`src/rtl/raw_byte_packer.sv`:
```
// Packs the decrypt stage's byte strobe into 32-bit words, buffers them in a word FIFO
// and tracks frame completion/overflow. Define RAW_BYTE_PACKER_LSB_FIRST_EN for little-endian lane order.
module raw_byte_packer #(
  parameter int unsigned FRAME_BYTES = 1024,
  parameter int unsigned FIFO_DEPTH  = 8,
  parameter logic [7:0]  PAD_BYTE    = 8'h00
) (
  input  logic        clk,
  input  logic        rst_n,
  input  logic        start,
  input  logic        flush,
  input  logic        en,
  input  logic [7:0]  raw_data,
  output logic [31:0] word_data,
  output logic        word_valid,
  input  logic        word_ready,
  output logic        frame_done,
  output logic        overflow,
  output logic [15:0] byte_cnt,
  output logic        busy
);

  localparam int          AW         = $clog2(FIFO_DEPTH);
  localparam logic [15:0] FRAME_LAST = 16'(FRAME_BYTES);
  localparam logic [AW:0] FIFO_FULL  = (AW+1)'(FIFO_DEPTH);

  localparam logic [1:0] S_IDLE    = 2'd0;
  localparam logic [1:0] S_COLLECT = 2'd1;
  localparam logic [1:0] S_PAD     = 2'd2;
  localparam logic [1:0] S_DRAIN   = 2'd3;

  logic [1:0]    state;
  logic [31:0]   pack;
  logic [1:0]    lane_idx;
  logic [31:0]   mem [FIFO_DEPTH];
  logic [AW-1:0] wr_ptr;
  logic [AW-1:0] rd_ptr;
  logic [AW:0]   count;

  logic        start_arm;
  logic        accept;
  logic        pop;
  logic        full;
  logic        push;
  logic        push_ok;
  logic        drop;
  logic        frame_end;
  logic        last_xfer;
  logic [15:0] cnt_inc;
  logic [31:0] pack_next;
  logic [31:0] push_word;

  function automatic logic [31:0] put_lane(input logic [31:0] w, input logic [1:0] lane,
                                           input logic [7:0] b);
    logic [31:0] r;
    r = w;
`ifdef RAW_BYTE_PACKER_LSB_FIRST_EN
    r[{lane, 3'b000} +: 8] = b;
`else
    r[{~lane, 3'b000} +: 8] = b;
`endif
    return r;
  endfunction

  // Lanes at or above the current lane index were never written this word.
  function automatic logic [31:0] pad_word(input logic [31:0] w, input logic [1:0] lane);
    logic [31:0] r;
    r = w;
    for (int i = 0; i < 4; i++) begin
      if (i >= int'(lane)) r = put_lane(r, 2'(i), PAD_BYTE);
    end
    return r;
  endfunction

  assign start_arm  = (state == S_IDLE) && start;
  assign accept     = (state == S_COLLECT) && en;
  assign word_valid = (count != '0);
  assign word_data  = word_valid ? mem[rd_ptr] : 32'h0;
  assign pop        = word_valid && word_ready;
  assign full       = (count == FIFO_FULL);
  assign pack_next  = put_lane(pack, lane_idx, raw_data);
  assign cnt_inc    = (byte_cnt == 16'hFFFF) ? byte_cnt : byte_cnt + 16'd1;
  assign frame_end  = accept && (cnt_inc == FRAME_LAST);
  assign busy       = (state != S_IDLE);

  always_comb begin
    push      = 1'b0;
    push_word = pack_next;
    if (accept && (lane_idx == 2'd3)) begin
      push = 1'b1;
    end else if ((state == S_PAD) && (lane_idx != 2'd0)) begin
      push      = 1'b1;
      push_word = pad_word(pack, lane_idx);
    end
  end

  // A pop in the same cycle frees the slot, so a push into a full FIFO still lands.
  assign push_ok   = push && (!full || pop);
  assign drop      = push && full && !pop;
  assign last_xfer = (count == '0) || ((count == (AW+1)'(1)) && pop);

  always_ff @(posedge clk or negedge rst_n) begin
    if (!rst_n) begin
      state      <= S_IDLE;
      pack       <= 32'h0;
      lane_idx   <= 2'd0;
      byte_cnt   <= 16'h0;
      overflow   <= 1'b0;
      frame_done <= 1'b0;
    end else begin
      frame_done <= (state == S_DRAIN) && last_xfer;
      if (drop) overflow <= 1'b1;
      case (state)
        S_IDLE: begin
          if (start) begin
            state    <= S_COLLECT;
            pack     <= 32'h0;
            lane_idx <= 2'd0;
            byte_cnt <= 16'h0;
            overflow <= 1'b0;
          end
        end
        S_COLLECT: begin
          if (accept) begin
            pack     <= (lane_idx == 2'd3) ? 32'h0 : pack_next;
            lane_idx <= lane_idx + 2'd1;
            byte_cnt <= cnt_inc;
          end
          if (frame_end || flush) state <= S_PAD;
        end
        S_PAD: begin
          state    <= S_DRAIN;
          pack     <= 32'h0;
          lane_idx <= 2'd0;
        end
        S_DRAIN: begin
          if (last_xfer) state <= S_IDLE;
        end
        default: state <= S_IDLE;
      endcase
    end
  end

  always_ff @(posedge clk or negedge rst_n) begin
    if (!rst_n) begin
      wr_ptr <= '0;
      rd_ptr <= '0;
      count  <= '0;
      for (int i = 0; i < int'(FIFO_DEPTH); i++) mem[i] <= 32'h0;
    end else if (start_arm) begin
      wr_ptr <= '0;
      rd_ptr <= '0;
      count  <= '0;
    end else begin
      if (push_ok) begin
        mem[wr_ptr] <= push_word;
        wr_ptr      <= wr_ptr + 1'b1;
      end
      if (pop) rd_ptr <= rd_ptr + 1'b1;
      case ({push_ok, pop})
        2'b10:   count <= count + 1'b1;
        2'b01:   count <= count - 1'b1;
        default: count <= count;
      endcase
    end
  end

endmodule

```
`config.mk`:
```
export PLATFORM = sky130hd
export DESIGN_NAME = raw_byte_packer
export DESIGN_NICKNAME = d
export VERILOG_FILES = /design/src/rtl/raw_byte_packer.sv
export SDC_FILE = /design/constraint.sdc
export NUM_CORES = 1
export LEC_CHECK = 0
export CORE_MARGIN = 5
export CORE_UTILIZATION = 30
export DETAILED_ROUTE_END_ITERATION = 8
export MAX_ROUTING_LAYER = met4
export PLACE_DENSITY = 0.44
export SLEW_MARGIN = 10
export SYNTH_ARGS = -nofsm -noshare
export SYNTH_HDL_FRONTEND = slang
export SYNTH_SLANG_ARGS = --single-unit
```
`constraint.sdc`:
```
create_clock -name clk -period 3.3 [get_ports clk]
set_input_delay 0.99 -clock clk [delete_from_list [all_inputs] [get_ports clk]]
set_output_delay 0.99 -clock clk [all_outputs]
set_load 0.03 [all_outputs]
```
==> qor.yml, run 1 <==
status:
  status: "complete, but fails checks"
  violations: "setup timing"
detailed_routing:
  drc: 0
  routed_wl_um: 41200
  routedWlPerCell_um: 19.2
  drt_iter0_markers: 628
  drtAntennaViolNets: 0
  viasPerCell: 4.92
  via_count: 10500
  drt_first_pass_iters: 5
setup_path:
  critPathLaunchType: "register"
  cp.arrival_ns: 2.34
  crit_top_cell: "buf_12"
  required_ns: 2.31
  crit_fanout: 6
  cpPeakStageDelay_ns: 0.50
  endpoint_kind: "output port"
  critPathSlowestCell: "dfrtp_4"
  cp_cell_sequence: "buf_12 -> buf_12 -> buf_8 -> mux4_2 -> mux2i_2 -> nor2_1 -> buf_4"
  worstSetupPathType: "register to output port"
placement:
  io_buffers: 65
  place_congestion: 0.756
  dp_hpwl_um: 26000
cells_and_area:
  layout.nets: 1532
  layout-drive-gt1-share: 0.192
  areaGrowthSynthToFinish_pct: 24.3
  diodes: 0
  fill_cells: 4800
  fin_util: 0.379
global_route:
  overflow: 0
  antenna_found_initial: 0
  grt.total_usage: 0.160
  grt_pass1_wl_um: 65700
  grt_max_degree: 74
  grt_pass1_vias: 11200
cts:
  clock-root-buffer: "clkbuf_16"
  clk_latency_ns: 0.54
  cts_tree: "built"
  holdBufCountCts: 0
  clock_path_buffers: 3
  htreeDepth: 2
  cts_buffers: 39
  clk_pin_slew_ns: 0.05
  clock_sinks: 320
yosys:
  synth.area.top_cells: "dfrtp_1 55%, o21ai_0 10%, mux4_2 9.9%, nand2_1 7.7%, mux2i_1 2.3%"
  synth_common_cells: "320 x dfrtp_1, 299 x nand2_1, 290 x o21ai_0, 75 x clkbuf_1, 75 x nor2_1"
  synth_seq_cells: 320
  yosysTopAreaCellShare: 0.550
  avgSynthCellArea_um2: 10.5
  synth_cells: 1382
  syn-cell-area_mm2: 0.0146
  ys_seq_area_frac: 0.550
  synth_area_leader_cell: "dfrtp_1"
  synth_cell_types: 57
  synth_warnings: 0
  async_reset_ff_frac: 1.00
  synth_flop_cell: "dfrtp_1"
  synth_edf_count: 0
  synth_nets: 1412
  yosysMostFrequentCell: "dfrtp_1"
timing:
  rsz0062_at_grt: "true"
  hold_viol_final: 0
  post-route-period-util: 1.01
  clock_skew_ns: 0.0155
  report.final.slew_viol_count: 0
  period_minus_slack_ns: 3.33
  finalSetupViolations: 7
  fmax_mhz: 300
  relSlewSlack: 0.547
  tightest_slew_ns: 0.675
  worst_slack_ns: -0.0345
floorplan:
  die_x_um: 230
  core.rowCount: 80
  die_h_um: 230
  ios: 66
  core_mm2: 0.0478
  start_util: 0.305
  dieArea_mm2: 0.0531
power_and_ir_drop:
  ir_drop_mv: 0.397
  power.total_mw: 12.3
  powerDensity_mw_per_mm2: 681
  power.leakage_nw: 7.85
job:
  maxCapViolCount: 0
min_path:
  worst_hold_path_type: "primary input to async pin"
==> logic make-up after synthesis <==
logic type,after synthesis,share of synthesized area
simple gates,439,0.129
compound gates,386,0.149
flops,320,0.550
buf+inv,111,0.0290
mux,100,0.124
fa+ha+maj,16,0.0137
xor+xnor,10,0.00601
==> layout by cell type, fill, tap and decap left out, drive strengths merged, types with 2 or more instances in the layout <==
cell type,count
nor3,2
or3,3
and3,4
a311oi,2
dfrtp,320
nand4b,2
a21oi,15
clkdlybuf4s50,31
clkinv,4
nand2b,3
mux2i,34
a31oi,9
mux2,2
o31ai,4
and2,12
xor2,3
or3b,2
o21ai,293
a21o,3
xnor2,7
ha,16
mux4,64
a22o,28
buf,135
nand3b,3
nor3b,2
bufinv,3
inv,21
nor4,2
clkbuf,61
nor2,77
and4,2
a22oi,25
nor2b,3
nand4,7
nand3,11
nand2,299
==> registers in the layout, indices dropped and copies added (netlist names) <==
| signal | flops |
|---|---|
| lane_idx | 2 |
| pack | 32 |
| mem | 256 |
| rd_ptr | 3 |
| state | 2 |
| count | 4 |
| wr_ptr | 3 |
| byte_cnt | 16 |
| overflow | 1 |
| frame_done | 1 |
==> stage by stage <==
stage | instance area [µm²] | hold slack [ns] | instances | TNS [ns] | setup WS (ns)
after floorplan | 14600 | 0.445 | 1382 | 0 | 0.349
after detailed placement | 16400 | 0.466 | 2058 | -0.165 | -0.112
after CTS | 17900 | 0.439 | 2133 | -1.03 | -0.0874
after global placement | 16400 | 0.456 | 2058 | -0.110 | -0.0877
after global routing | 18100 | 0.463 | 2143 | -1.67 | -0.113
final | 18100 | 0.447 | 2143 | -0.0932 | -0.0345
==> critical path, delay by kind of cell, from the launching register on <==
| kind | cells | cell delay, ns |
|---|---|---|
| multiplexers | 2 | 0.67 |
| buffers and inverters | 4 | 0.58 |
| flip-flops | 1 | 0.50 |
| AND/OR/NAND/NOR | 1 | 0.06 |
==> routing by layer <==
metal,track usage,routed length [µm],vias to the layer above
met1,0.215,19400,5244
met2,0.261,20000,146
li1,-,-,5106
met3,0.0208,1240,47
met5,-,0,-
met4,0.0372,649,0
==> power breakdown <==
part           internal, mW  leakage [nW]  switching, mW  total (mW)
clock                  2.67         0.638           1.66        4.33
sequential             4.14          4.44          0.204        4.35
combinational          1.64          2.77           2.03        3.66
total                  8.45          7.85           3.89        12.3
==> final cells by class <==
class / count / area [µm²] / area share
Clock buffer: 58 / 1170 / 0.0644
Inverter: 20 / 75.1 / 0.00414
Timing Repair Buffer: 170 / 1770 / 0.0977
Clock inverter: 9 / 130 / 0.00718
Multi-Input combinational cell: 951 / 6190 / 0.342
Tap cell: 615 / 769 / 0.0425
Sequential cell: 320 / 8010 / 0.442
==> repair_timing <==
item | 4_1_cts | 5_1_grt
pin swaps | 0 | 3
gates cloned | 0 | 4
buffers inserted | 8 | 6
endpoints found under the setup margin | 32 | 30
resized for setup | 35 | 12
==> worst paths after layout <==
| kind | start | slack, ns | endpoint | cells after the start |
|---|---|---|---|---|
| min in group clk | mem[188]$_DFFE_PN0P_ | 0.47 | mem[188]$_DFFE_PN0P_ | 2 |
| min reg2reg | mem[188]$_DFFE_PN0P_ | 0.47 | mem[188]$_DFFE_PN0P_ | 2 |
| min | rst_n | 0.45 | mem[216]$_DFFE_PN0P_ | 1 |
| max in group asynchronous | rst_n | 2.08 | mem[191]$_DFFE_PN0P_ | 2 |
| max reg2reg | byte_cnt[1]$_DFFE_PN0P_ | 0.54 | state[1]$_DFFE_PN0P_ | 8 |
| max | rd_ptr[0]$_DFFE_PN0P_ | -0.03 | word_data[16] | 7 |
Power figures use the tool's default switching activity.
==> run 2, diff against run 1 <==
--- a/config.mk
+++ b/config.mk
@@ -5,11 +5,14 @@
 export SDC_FILE = /design/constraint.sdc
 export NUM_CORES = 1
 export LEC_CHECK = 0
+export CELL_PAD_IN_SITES_DETAIL_PLACEMENT = 1
+export CELL_PAD_IN_SITES_GLOBAL_PLACEMENT = 2
 export CORE_MARGIN = 5
 export CORE_UTILIZATION = 30
 export DETAILED_ROUTE_END_ITERATION = 8
 export MAX_ROUTING_LAYER = met4
-export PLACE_DENSITY = 0.44
+export PLACE_DENSITY = 0.61
+export RECOVER_POWER = 25
 export SLEW_MARGIN = 10
 export SYNTH_ARGS = -nofsm -noshare
 export SYNTH_HDL_FRONTEND = slang
==> run 2 against run 1 <==
Net effect: register-to-register slack barely moved; sequential cell count stayed put; via count up 1.9%; first-iteration DRC count is 16% lower; fmax is 1.1% lower; clock power down 6.2%; die area did not move; clock skew increased by 0.0063 ns; global-route usage rose by 1.3 points; the run ends with capacitance limit, slew limit, setup timing left; clock-buffer cell count up 2; total power fell by 1.5%.
==> qor.yml, run 2 (synthesis results as in run 1) <==
cells_and_area:
  fill_cells: 5252  # +9.4%
  largest_registers: "mem: 256 flops, pack: 32 flops, byte_cnt: 16 flops"
  layout_commonest_cell: "dfrtp_1"
  multi_input_area_mm2: 0.00621  # +0.34%
  seq_area_mm2: 0.00802  # about the same
  layout-drive-gt1-share: 0.183  # -0.00832
  final_area_mm2: 0.0179  # -1.0%
  areaGrowthSynthToFinish_pct: 23.0
  largest_register_ffs: 256  # unchanged
  layout.nets: 1525  # -0.46%
  layout_common_cells: "317 x dfrtp_1, 298 x nand2_1, 290 x o21ai_0"
  diodes: 0  # unchanged
  regMostFlops: "mem"
floorplan:
  dieArea_mm2: 0.0531  # unchanged
  die_h_um: 230  # unchanged
  core_mm2: 0.0478  # unchanged
  start_util: 0.305  # unchanged
  die_x_um: 230  # unchanged
  ios: 66  # unchanged
  core.rowCount: 80  # unchanged
setup_path:
  endpoint_kind: "output port"
  r2r-start: "byte_cnt[1]$_DFFE_PN0P_"
  required_ns: 2.31  # about the same
  r2r_cells: 8  # unchanged
  cp_cell_sequence: "buf_12 -> mux4_2 -> mux2i_2 -> nor2_1 -> clkdlybuf4s15_2"
  cpPeakStageDelay_ns: 0.53  # +0.03 ns
  worstSetupPathType: "register to output port"
  cp_top_family: "multiplexers"
  cp.arrival_ns: 2.38  # +0.04 ns
  rr_endpoint: "state[1]$_DFFE_PN0P_"
  crit_fanout: 13  # +7
  path_buf_inv: 2  # -2
  critPathSlowestCell: "mux4_2"
  critPathLaunchType: "register"
  startpoint: "rd_ptr[0]$_DFFE_PN0P_"
  reg2reg_slack_ns: 0.53  # about the same
min_path:
  worst_hold_path_type: "register to register"
  holdCritStartpoint: "mem[21]$_DFFE_PN0P_"
  worstHoldPathCells: 2
  holdPathEnd: "mem[21]$_DFFE_PN0P_"
cts:
  cts_buffers: 39  # unchanged
  clock_sinks: 320  # unchanged
  htreeDepth: 2  # unchanged
  clock_path_buffers: 3  # unchanged
  holdBufCountCts: 0  # unchanged
  clk_latency_ns: 0.55  # about the same
  cts_tree: "built"
  clk_pin_slew_ns: 0.06  # about the same
  clock-root-buffer: "clkbuf_16"
detailed_routing:
  drc: 0  # unchanged
  drtAntennaViolNets: 0  # unchanged
  viasPerCell: 5.03  # +2.2%
  routedWlPerCell_um: 20.9  # +8.4%
  drt_iter0_markers: 525  # -16%
  via_count: 10700  # +1.9%
  routed_wl_um: 44600  # +8.0%
  drt_first_pass_iters: 4  # -1
global_route:
  overflow: 0  # unchanged
  antenna_found_initial: 1  # +1
  grt_pass1_wl_um: 69800  # +6.3%
  grt.total_usage: 0.173  # +0.0129
  grt_max_degree: 84  # +14%
  grt_pass1_vias: 11600  # +3.4%
timing:
  post-route-period-util: 1.02  # +0.0115
  worst_slack_ns: -0.0725  # -0.0380 ns
  finalSetupViolations: 15  # +8
  period_minus_slack_ns: 3.37  # +0.0380 ns
  fmax_mhz: 297  # -1.1%
  clock_skew_ns: 0.0218  # +0.00630 ns
  relSlewSlack: -0.202  # -0.749
  rsz0062_at_grt: "true"
  hold_viol_final: 0  # unchanged
  tightest_slew_ns: 1.80  # +1.13 ns
  report.final.slew_viol_count: 62  # +62
  final.setup.tns_ns: -0.330  # -0.237 ns
power_and_ir_drop:
  p_int_mw: 8.11  # -4.0%
  powerDensity_mw_per_mm2: 678  # -0.45%
  swShare: 0.333  # +0.0176
  ir_drop_mv: 0.388  # -2.4%
  p_seq_frac: 0.361  # +0.009
  power.share.clock: 0.334  # -0.017
  comb_power_share: 0.305  # +0.008
  power.leakage_nw: 7.72  # -1.6%
  p_switching_mw: 4.05  # +4.0%
placement:
  place_area_mm2: 0.0164  # -0.14%
  dp_hpwl_um: 27000  # +4.2%
  io_buffers: 65  # unchanged
  dp_slack_ns: -0.0903  # +0.0217 ns
  place_congestion: 0.737  # -2.5%
status:
  status: "complete, but fails checks"
  violations: "capacitance limit, slew limit, setup timing"
job:
  maxCapViolCount: 1  # +1
## run 2: cell types whose count changed in the layout (fill, tap and decap cells not counted), moves of 3 or more
cell             previous run  this run
buf_4                      97        87
clkdlybuf4s15_2             0        10
buf_12                     24        15
clkbuf_1                    7        13
mux2i_2                    10         5
buf_6                       9         5
buf_16                      0         3
bufinv_16                   3         0
clkbuf_8                   12         9
clkinv_2                    3         6
mux2i_4                     0         3
## run 2: worst max-delay path by stage
stage | depth (start not counted) | slack (ns) | end
finish | 5 | -0.07 | word_data[11]
floorplan | 5 | 0.35 | word_data[14]
global route | 5 | -0.15 | word_data[22]
CTS | 5 | -0.11 | word_data[31]
detailed placement | 8 | -0.09 | state[1]$_DFFE_PN0P_
global placement | 8 | -0.06 | state[1]$_DFFE_PN0P_
## run 2: power groups by stage
stage | registers (mW) | logic [mW] | clock network [mW]
final | 4.39 | 3.71 | 4.06
after global routing | 4.42 | 4.02 | 4.35
after CTS | 4.41 | 3.52 | 4.20
after detailed placement | 4.49 | 3.23 | 0
after global placement | 4.49 | 3.21 | 0
after floorplan | 4.35 | 1.90 | 0
## run 2: metal layers
layer,part of all wire,global-route usage
met5,0,-
met4,0.014,0.0349
met3,0.026,0.0253
met2,0.47,0.273
met1,0.49,0.241
## run 2: worst min-delay path, stage by stage (launching register included)
cell	delay [ns]
dfrtp_1	0.33
nand2_1	0.04
o21ai_0	0.06
## run 2: metrics by stage
step	power, mW	hold slack (ns)	instances	util
final	12.2	0.472	2136	0.375
after global routing	12.8	0.490	2136	0.375
after CTS	12.1	0.407	2127	0.372
after detailed placement	7.72	0.465	2052	0.343
after global placement	7.69	0.456	2052	0.343
after floorplan	6.25	0.445	1382	-
## run 2: final cells by class
| type | count | share of cell area |
|---|---|---|
| Sequential cell | 320 | 0.447 |
| Timing Repair Buffer | 163 | 0.0933 |
| Clock buffer | 60 | 0.0639 |
| Inverter | 20 | 0.00419 |
| Multi-Input combinational cell | 951 | 0.346 |
| Clock inverter | 7 | 0.00216 |
| Tap cell | 615 | 0.0429 |
## run 2: what timing repair did
action | in CTS | in global routing
gates cloned | 2 | 4
gates resized for setup | 52 | 4
endpoints found under the setup margin | 32 | 32
setup buffers | 6 | 5
hold endpoints to repair | 0 | 0
==> run 3, diff against run 2 <==
==> constraint.sdc (replaced) <==
create_clock -name clk -period 3.3 [get_ports clk]
set_input_delay 0.99 -clock clk [delete_from_list [all_inputs] [get_ports clk]]
set_output_delay 0.99 -clock clk [all_outputs]
set_load 0.01 [all_outputs]
==> run 3 against run 2 <==
Net effect: combinational power barely moved; the run still ends with capacitance limit, slew limit, setup timing left; first-iteration DRC count rose by 0.95%; fmax fell by 1.0%; worst setup slack got worse by 0.034 ns; sequential share of layout area fell by 0.24 points; highest routed layer unchanged; sequential cell count did not move; design area rose by 0.54%.
==> qor.yml, run 3 (synthesis results as in run 1) <==
cells_and_area:
  layout.nets: 1536  # +0.72%
  layout_commonest_cell: "dfrtp_1"
  largest_registers: "mem: 256 flops, pack: 32 flops, byte_cnt: 16 flops"
  largest_register_ffs: 256  # unchanged
  layout_common_cells: "317 x dfrtp_1, 298 x nand2_1, 290 x o21ai_0"
  final_area_mm2: 0.0180  # +0.54%
  seq_area_mm2: 0.00802  # unchanged
  diodes: 0  # unchanged
  areaGrowthSynthToFinish_pct: 23.7
  layout-drive-gt1-share: 0.192  # +0.00860
  regMostFlops: "mem"
  multi_input_area_mm2: 0.00623  # +0.34%
  fin_util: 0.377  # +0.00201
  fill_cells: 5287  # +0.67%
cts:
  clk_latency_ns: 0.55  # about the same
  clock_path_buffers: 3  # unchanged
  htreeDepth: 2  # unchanged
  cts_tree: "built"
  cts_buffers: 40  # +2.6%
  clk_pin_slew_ns: 0.06  # about the same
  clock-root-buffer: "clkbuf_16"
  clock_sinks: 320  # unchanged
setup_path:
  r2r_cells: 8  # unchanged
  required_ns: 2.31  # about the same
  worstSetupPathType: "register to output port"
  cp_cell_sequence: "buf_12 -> buf_12 -> buf_12 -> buf_12 -> mux4_2 -> mux2i_1 -> nor2_1 -> buf_2"
  endpoint_kind: "output port"
  cp_top_family: "buffers and inverters"
  cp.arrival_ns: 2.42  # +0.04 ns
  path_buf_inv: 5  # +3
  critPathSlowestCell: "dfrtp_4"
  crit_top_cell: "buf_12"
  critPathLaunchType: "register"
  cpPeakStageDelay_ns: 0.51  # -0.02 ns
  rr_endpoint: "state[1]$_DFFE_PN0P_"
  crit_fanout: 6  # -7
  reg2reg_slack_ns: 0.41  # -0.12 ns
  r2r-start: "byte_cnt[1]$_DFFE_PN0P_"
floorplan:
  ios: 66  # unchanged
  dieArea_mm2: 0.0531  # unchanged
  core.rowCount: 80  # unchanged
  die_x_um: 230  # unchanged
  core_mm2: 0.0478  # unchanged
  die_h_um: 230  # unchanged
  start_util: 0.305  # unchanged
power_and_ir_drop:
  comb_power_share: 0.302  # -0.003
  p_seq_frac: 0.351  # -0.010
  power.share.clock: 0.347  # +0.013
  swShare: 0.316  # -0.0165
  p_switching_mw: 3.91  # -3.5%
  power.leakage_nw: 7.83  # +1.4%
  powerDensity_mw_per_mm2: 685  # +1.0%
  ir_drop_mv: 0.364  # -6.2%
  p_int_mw: 8.44  # +4.1%
detailed_routing:
  drt_first_pass_iters: 4  # unchanged
  viasPerCell: 5.00  # -0.68%
  routed_wl_um: 43300  # -2.8%
  routedWlPerCell_um: 20.2  # -3.3%
  via_count: 10700  # -0.21%
  drtAntennaViolNets: 0  # unchanged
  drc: 0  # unchanged
  drt_iter0_markers: 530  # +0.95%
min_path:
  worstHoldPathCells: 2  # unchanged
  holdCritStartpoint: "mem[18]$_DFFE_PN0P_"
  holdPathEnd: "mem[18]$_DFFE_PN0P_"
  worst_hold_path_type: "register to register"
global_route:
  overflow: 0  # unchanged
  grt_pass1_wl_um: 69600  # -0.32%
  grt.met2_usage: 0.272  # -0.00129
  grtUsageMet1: 0.233  # -0.00805
  grt_max_degree: 73  # -13%
  antenna_found_initial: 0  # -1
  grt_pass1_vias: 11600  # +0.37%
  grt_busiest_layer: "met2"
  gr-usage-met3: 0.0279  # +0.00258
  grt.total_usage: 0.171  # -0.00223
timing:
  clock_skew_ns: 0.00856  # -0.0132 ns
  hold_viol_final: 0  # unchanged
  tightest_slew_ns: 1.77  # -0.0301 ns
  fmax_mhz: 294  # -1.0%
  period_minus_slack_ns: 3.41  # +0.0340 ns
  report.final.slew_viol_count: 63  # +1.6%
  post-route-period-util: 1.03  # +0.0103
  finalSetupViolations: 12  # -3
  rsz0062_at_grt: "true"
  relSlewSlack: -0.182  # +0.0200
  worst_slack_ns: -0.107  # -0.0340 ns
  final.setup.tns_ns: -0.645  # -0.314 ns
status:
  violations: "capacitance limit, slew limit, setup timing"
  status: "complete, but fails checks"
placement:
  place_congestion: 0.730  # -0.94%
  place_area_mm2: 0.0165  # +0.49%
  io_buffers: 65  # unchanged
  dp_hpwl_um: 26600  # -1.6%
job:
  maxCapViolCount: 1  # unchanged
-- run 3: cell types whose count changed in the layout (fill, tap and decap cells not counted), moves of 3 or more --
cell and delta:
buf_2 +32, buf_4 -18, buf_12 +11, clkdlybuf4s15_2 -10, clkbuf_1 -4, buf_8 -3
-- run 3: what timing repair did --
action / CTS / global route
hold buffers: 0 / 0
hold endpoints to repair: 0 / 0
gates resized for setup: 155 / 9
cloned: 3 / 0
pin swaps: 2 / 6
buffers inserted: 22 / 6
setup endpoints to repair: 33 / 30
-- run 3: worst max-delay path by stage --
stage / start / end / depth (start not counted)
after floorplan: rd_ptr[0]$_DFFE_PN0P_ / word_data[14] / 5
after global placement: word_ready / state[1]$_DFFE_PN0P_ / 8
after detailed placement: word_ready / state[1]$_DFFE_PN0P_ / 8
after CTS: rd_ptr[0]$_DFFE_PN0P_ / word_data[14] / 8
after global routing: rd_ptr[0]$_DFFE_PN0P_ / word_data[14] / 8
final: rd_ptr[0]$_DFFE_PN0P_ / word_data[14] / 8
-- run 3: worst min-delay path: cells and delay by family (launching register included) --
kind             cells  cell delay [ns]
flip-flops           1             0.33
AND/OR/NAND/NOR      1             0.05
AO/OA/AOI/OAI        1             0.06
-- run 3: area by class of cell --
| cell class | instances | share of cell area |
|---|---|---|
| timing repair buffer | 173 | 0.0920 |
| inverter | 20 | 0.00416 |
| clock buffer | 58 | 0.0666 |
| multi-input combinational | 951 | 0.346 |
| clock inverter | 9 | 0.00403 |
| sequential | 320 | 0.445 |
| tap | 615 | 0.0427 |
-- run 3: routing by layer --
layer,vias up,wire [µm]
li1,5111,-
met1,5438,20900
met2,116,20500
met3,55,1200
met4,0,756
met5,-,0
-- run 3: power groups by stage --
stage               Clock, mW  Sequential, mW  Combinational (mW)
floorplan                   0            4.33                1.83
global placement            0            4.42                3.21
detailed placement          0            4.42                3.23
CTS                      4.46            4.34                3.80
global route             4.62            4.36                4.08
finish                   4.29            4.33                3.73
-- run 3: through the flow --
| stage | hold WS, ns | power, mW | worst slack [ns] | std cells |
|---|---|---|---|---|
| after floorplan | 0.445 | 6.15 | 0.415 | 1382 |
| after global placement | 0.457 | 7.63 | -0.0400 | 2052 |
| after detailed placement | 0.466 | 7.66 | -0.0515 | 2052 |
| after CTS | 0.397 | 12.6 | -0.205 | 2143 |
| after global routing | 0.491 | 13.1 | -0.204 | 2146 |
| final | 0.471 | 12.4 | -0.107 | 2146 |
==> edit: new RTL, config.mk and constraints of run 2 <==
`FRAME_BYTES`: 1024 -> 512.
--- a/src/rtl/raw_byte_packer.sv
+++ b/src/rtl/raw_byte_packer.sv
@@ -1,7 +1,7 @@
 // Packs the decrypt stage's byte strobe into 32-bit words, buffers them in a word FIFO
 // and tracks frame completion/overflow. Define RAW_BYTE_PACKER_LSB_FIRST_EN for little-endian lane order.
 module raw_byte_packer #(
-  parameter int unsigned FRAME_BYTES = 1024,
+  parameter int unsigned FRAME_BYTES = 512,
   parameter int unsigned FIFO_DEPTH  = 8,
   parameter logic [7:0]  PAD_BYTE    = 8'h00
 ) (
Function: same outputs for any inputs over 4 cycles, from zero or initial values and one cycle with rst_n low; that may be too few to reach the edited logic, so the function may still have changed.
==> edit against run 2 <==
The flow still finishes with violations (capacitance limit, slew limit, setup timing). Power up 5.8%. Utilization up 0.33 points. Clock power up 7.4%. Sequential cell count unchanged. Combinational power up 7.5%. Area after synthesis up 2.0%. Die area up 1.9%. Global-route usage up 0.77 points. Design area up 3.2%. Sequential power up 3%. Non-clock buffer count up 13. Clock skew down 3.0 ps. Routed wire length up 4.5%. Setup slack worse by 13 ps. Critical endpoint is now word_data[31]. Largest cell class unchanged. Highest routed layer unchanged.
==> edit: results (changes against run 2) <==
Outcome
  • Run status: complete, but fails checks
  • Failing checks: capacitance limit, slew limit, setup timing

Hold path
  • WHS Endpoint: mem[237]$_DFFE_PN0P_
  • Hold Crit Start: mem[237]$_DFFE_PN0P_

Yosys
  • Synth area leaders: dfrtp_1, mux4_2, o21ai_0
  • Compound-Gate Fraction of Synth Area: 14.2% (-0.68 points)
  • Post-Synth Adder-Cell Area: 1.35% (-0.026 points)
  • Mux contribution to synthesized area: 13.9% (+1.5 points)
  • Synth Net Count: 1399 (-0.92%)
  • Synth top area share: 53.9% (-1.1 points)
  • Fraction of synthesized cell area in xor and xnor cells: 0.648% (+0.047 points)

Final layout
  • Share of post-route cells with drive strength above 1: 22.1% (+3.7 points)
  • Nets: 1522 (-0.20%)

Timing
  • Final WS setup: -85.3 ps (-12.8 ps)
  • Final Setup Violations: 12 (-3)
  • Final slew viol count: 73 (+18%)
  • Clock Skew: 18.8 ps (-3.00 ps)

Pwr
  • Lkg Pwr: 8.09 nW (+4.8%)

Global route
  • Vias in the first global route: 12100 (+4.1%)
  • Pin count of the biggest net entering global routing: 74 (-12%)

Placed design
  • GP Congestion: 0.747 (+1.4%)

Critical path
  • Crit path DAT: 2400 ps (+20 ps)
  • Reg2reg setup slack: 510 ps (-20 ps)
  • Reg2reg start: lane_idx[0]$_DFFE_PN0P_

Detailed routing
  • DR vias: 10900 (+1.6%)

Job
  • Max-cap check violation count: 1 (unchanged)
-- edit: changes by cell type after synthesis, moves of 6 or more --
cell	run 2	this run
nor3_1	2	10
mux2_2	1	24
nor2_1	75	130
buf_2	5	28
o21ai_1	3	18
o21ai_0	290	173
clkbuf_1	75	53
and2_1	12	18
nand2_1	299	203
a21oi_1	15	89
-- edit: per-stage QoR --
| step | setup TNS [ps] | setup slack (ps) | hold WS [ps] | cells | instance area, sq um |
|---|---|---|---|---|---|
| 6_report | -621 | -85.3 | 474 | 2186 | 18500 |
| 5_1_grt | -3330 | -181 | 496 | 2186 | 18500 |
| 4_1_cts | -1710 | -137 | 437 | 2177 | 18500 |
| 3_5_place_dp | -6730 | -239 | 469 | 2089 | 16800 |
| 3_3_place_gp | -6560 | -184 | 456 | 2089 | 16800 |
| 2_1_floorplan | 0 | 423 | 445 | 1369 | 14900 |
-- edit: logic make-up after synthesis --
group | after synthesis
AND/OR/NAND/NOR | 420
XOR/XNOR | 11
multiplexers | 123
AO/OA/AOI/OAI | 364
buffers and inverters | 115
flip-flops | 320
adder cells (fa/ha/maj) | 16
-- edit: worst max-delay path, cell delays in order (launching register included) --
cell and delay [ps]:
dfrtp_4 510, buf_12 140, buf_12 120, buf_12 140, mux4_2 430, mux2i_2 210, nor2_1 100, buf_4 180
-- edit: worst max path at each step --
stage,endpoint,slack (ps)
after floorplan,word_data[14],420
after global placement,mem[208]$_DFFE_PN0P_,-180
after detailed placement,mem[112]$_DFFE_PN0P_,-240
after CTS,word_data[26],-140
after global routing,word_data[26],-180
final,word_data[31],-90
-- edit: layer usage --
layer | track usage (%) | vias up | share of wire (%) | wire, microns
met5 | - | - | 0 | 0
met4 | 4.67 | 0 | 2.2 | 1040
met3 | 2.21 | 71 | 2.6 | 1190
met2 | 29.8 | 123 | 49 | 22800
met1 | 23.8 | 5606 | 46 | 21500
li1 | - | 5119 | - | -
-- edit: layout make-up --
type / instances / area, sq um
clock buffers: 63 / 1200
clock inverters: 8 / 108
fillers: 5353 / 30400
inverters: 21 / 78.8
multi-input cells: 934 / 6430
flip-flops and latches: 320 / 8020
well taps: 664 / 831
repair buffers: 176 / 1840
-- edit: where the power goes --
group | leakage [nW] | switching [W] | internal (W)
clock network | 0.638 | 0.00172 | 0.00264
registers | 4.44 | 0.000293 | 0.00422
logic | 3.02 | 0.00221 | 0.00178
total | 8.09 | 0.00422 | 0.00865
-- edit: repair_timing --
item                       in CTS  in global routing
setup buffers                  16                  8
gates resized for setup        59                  8
setup endpoints to repair      29                 32
pin swaps                       0                  2
cloned                          1                  1
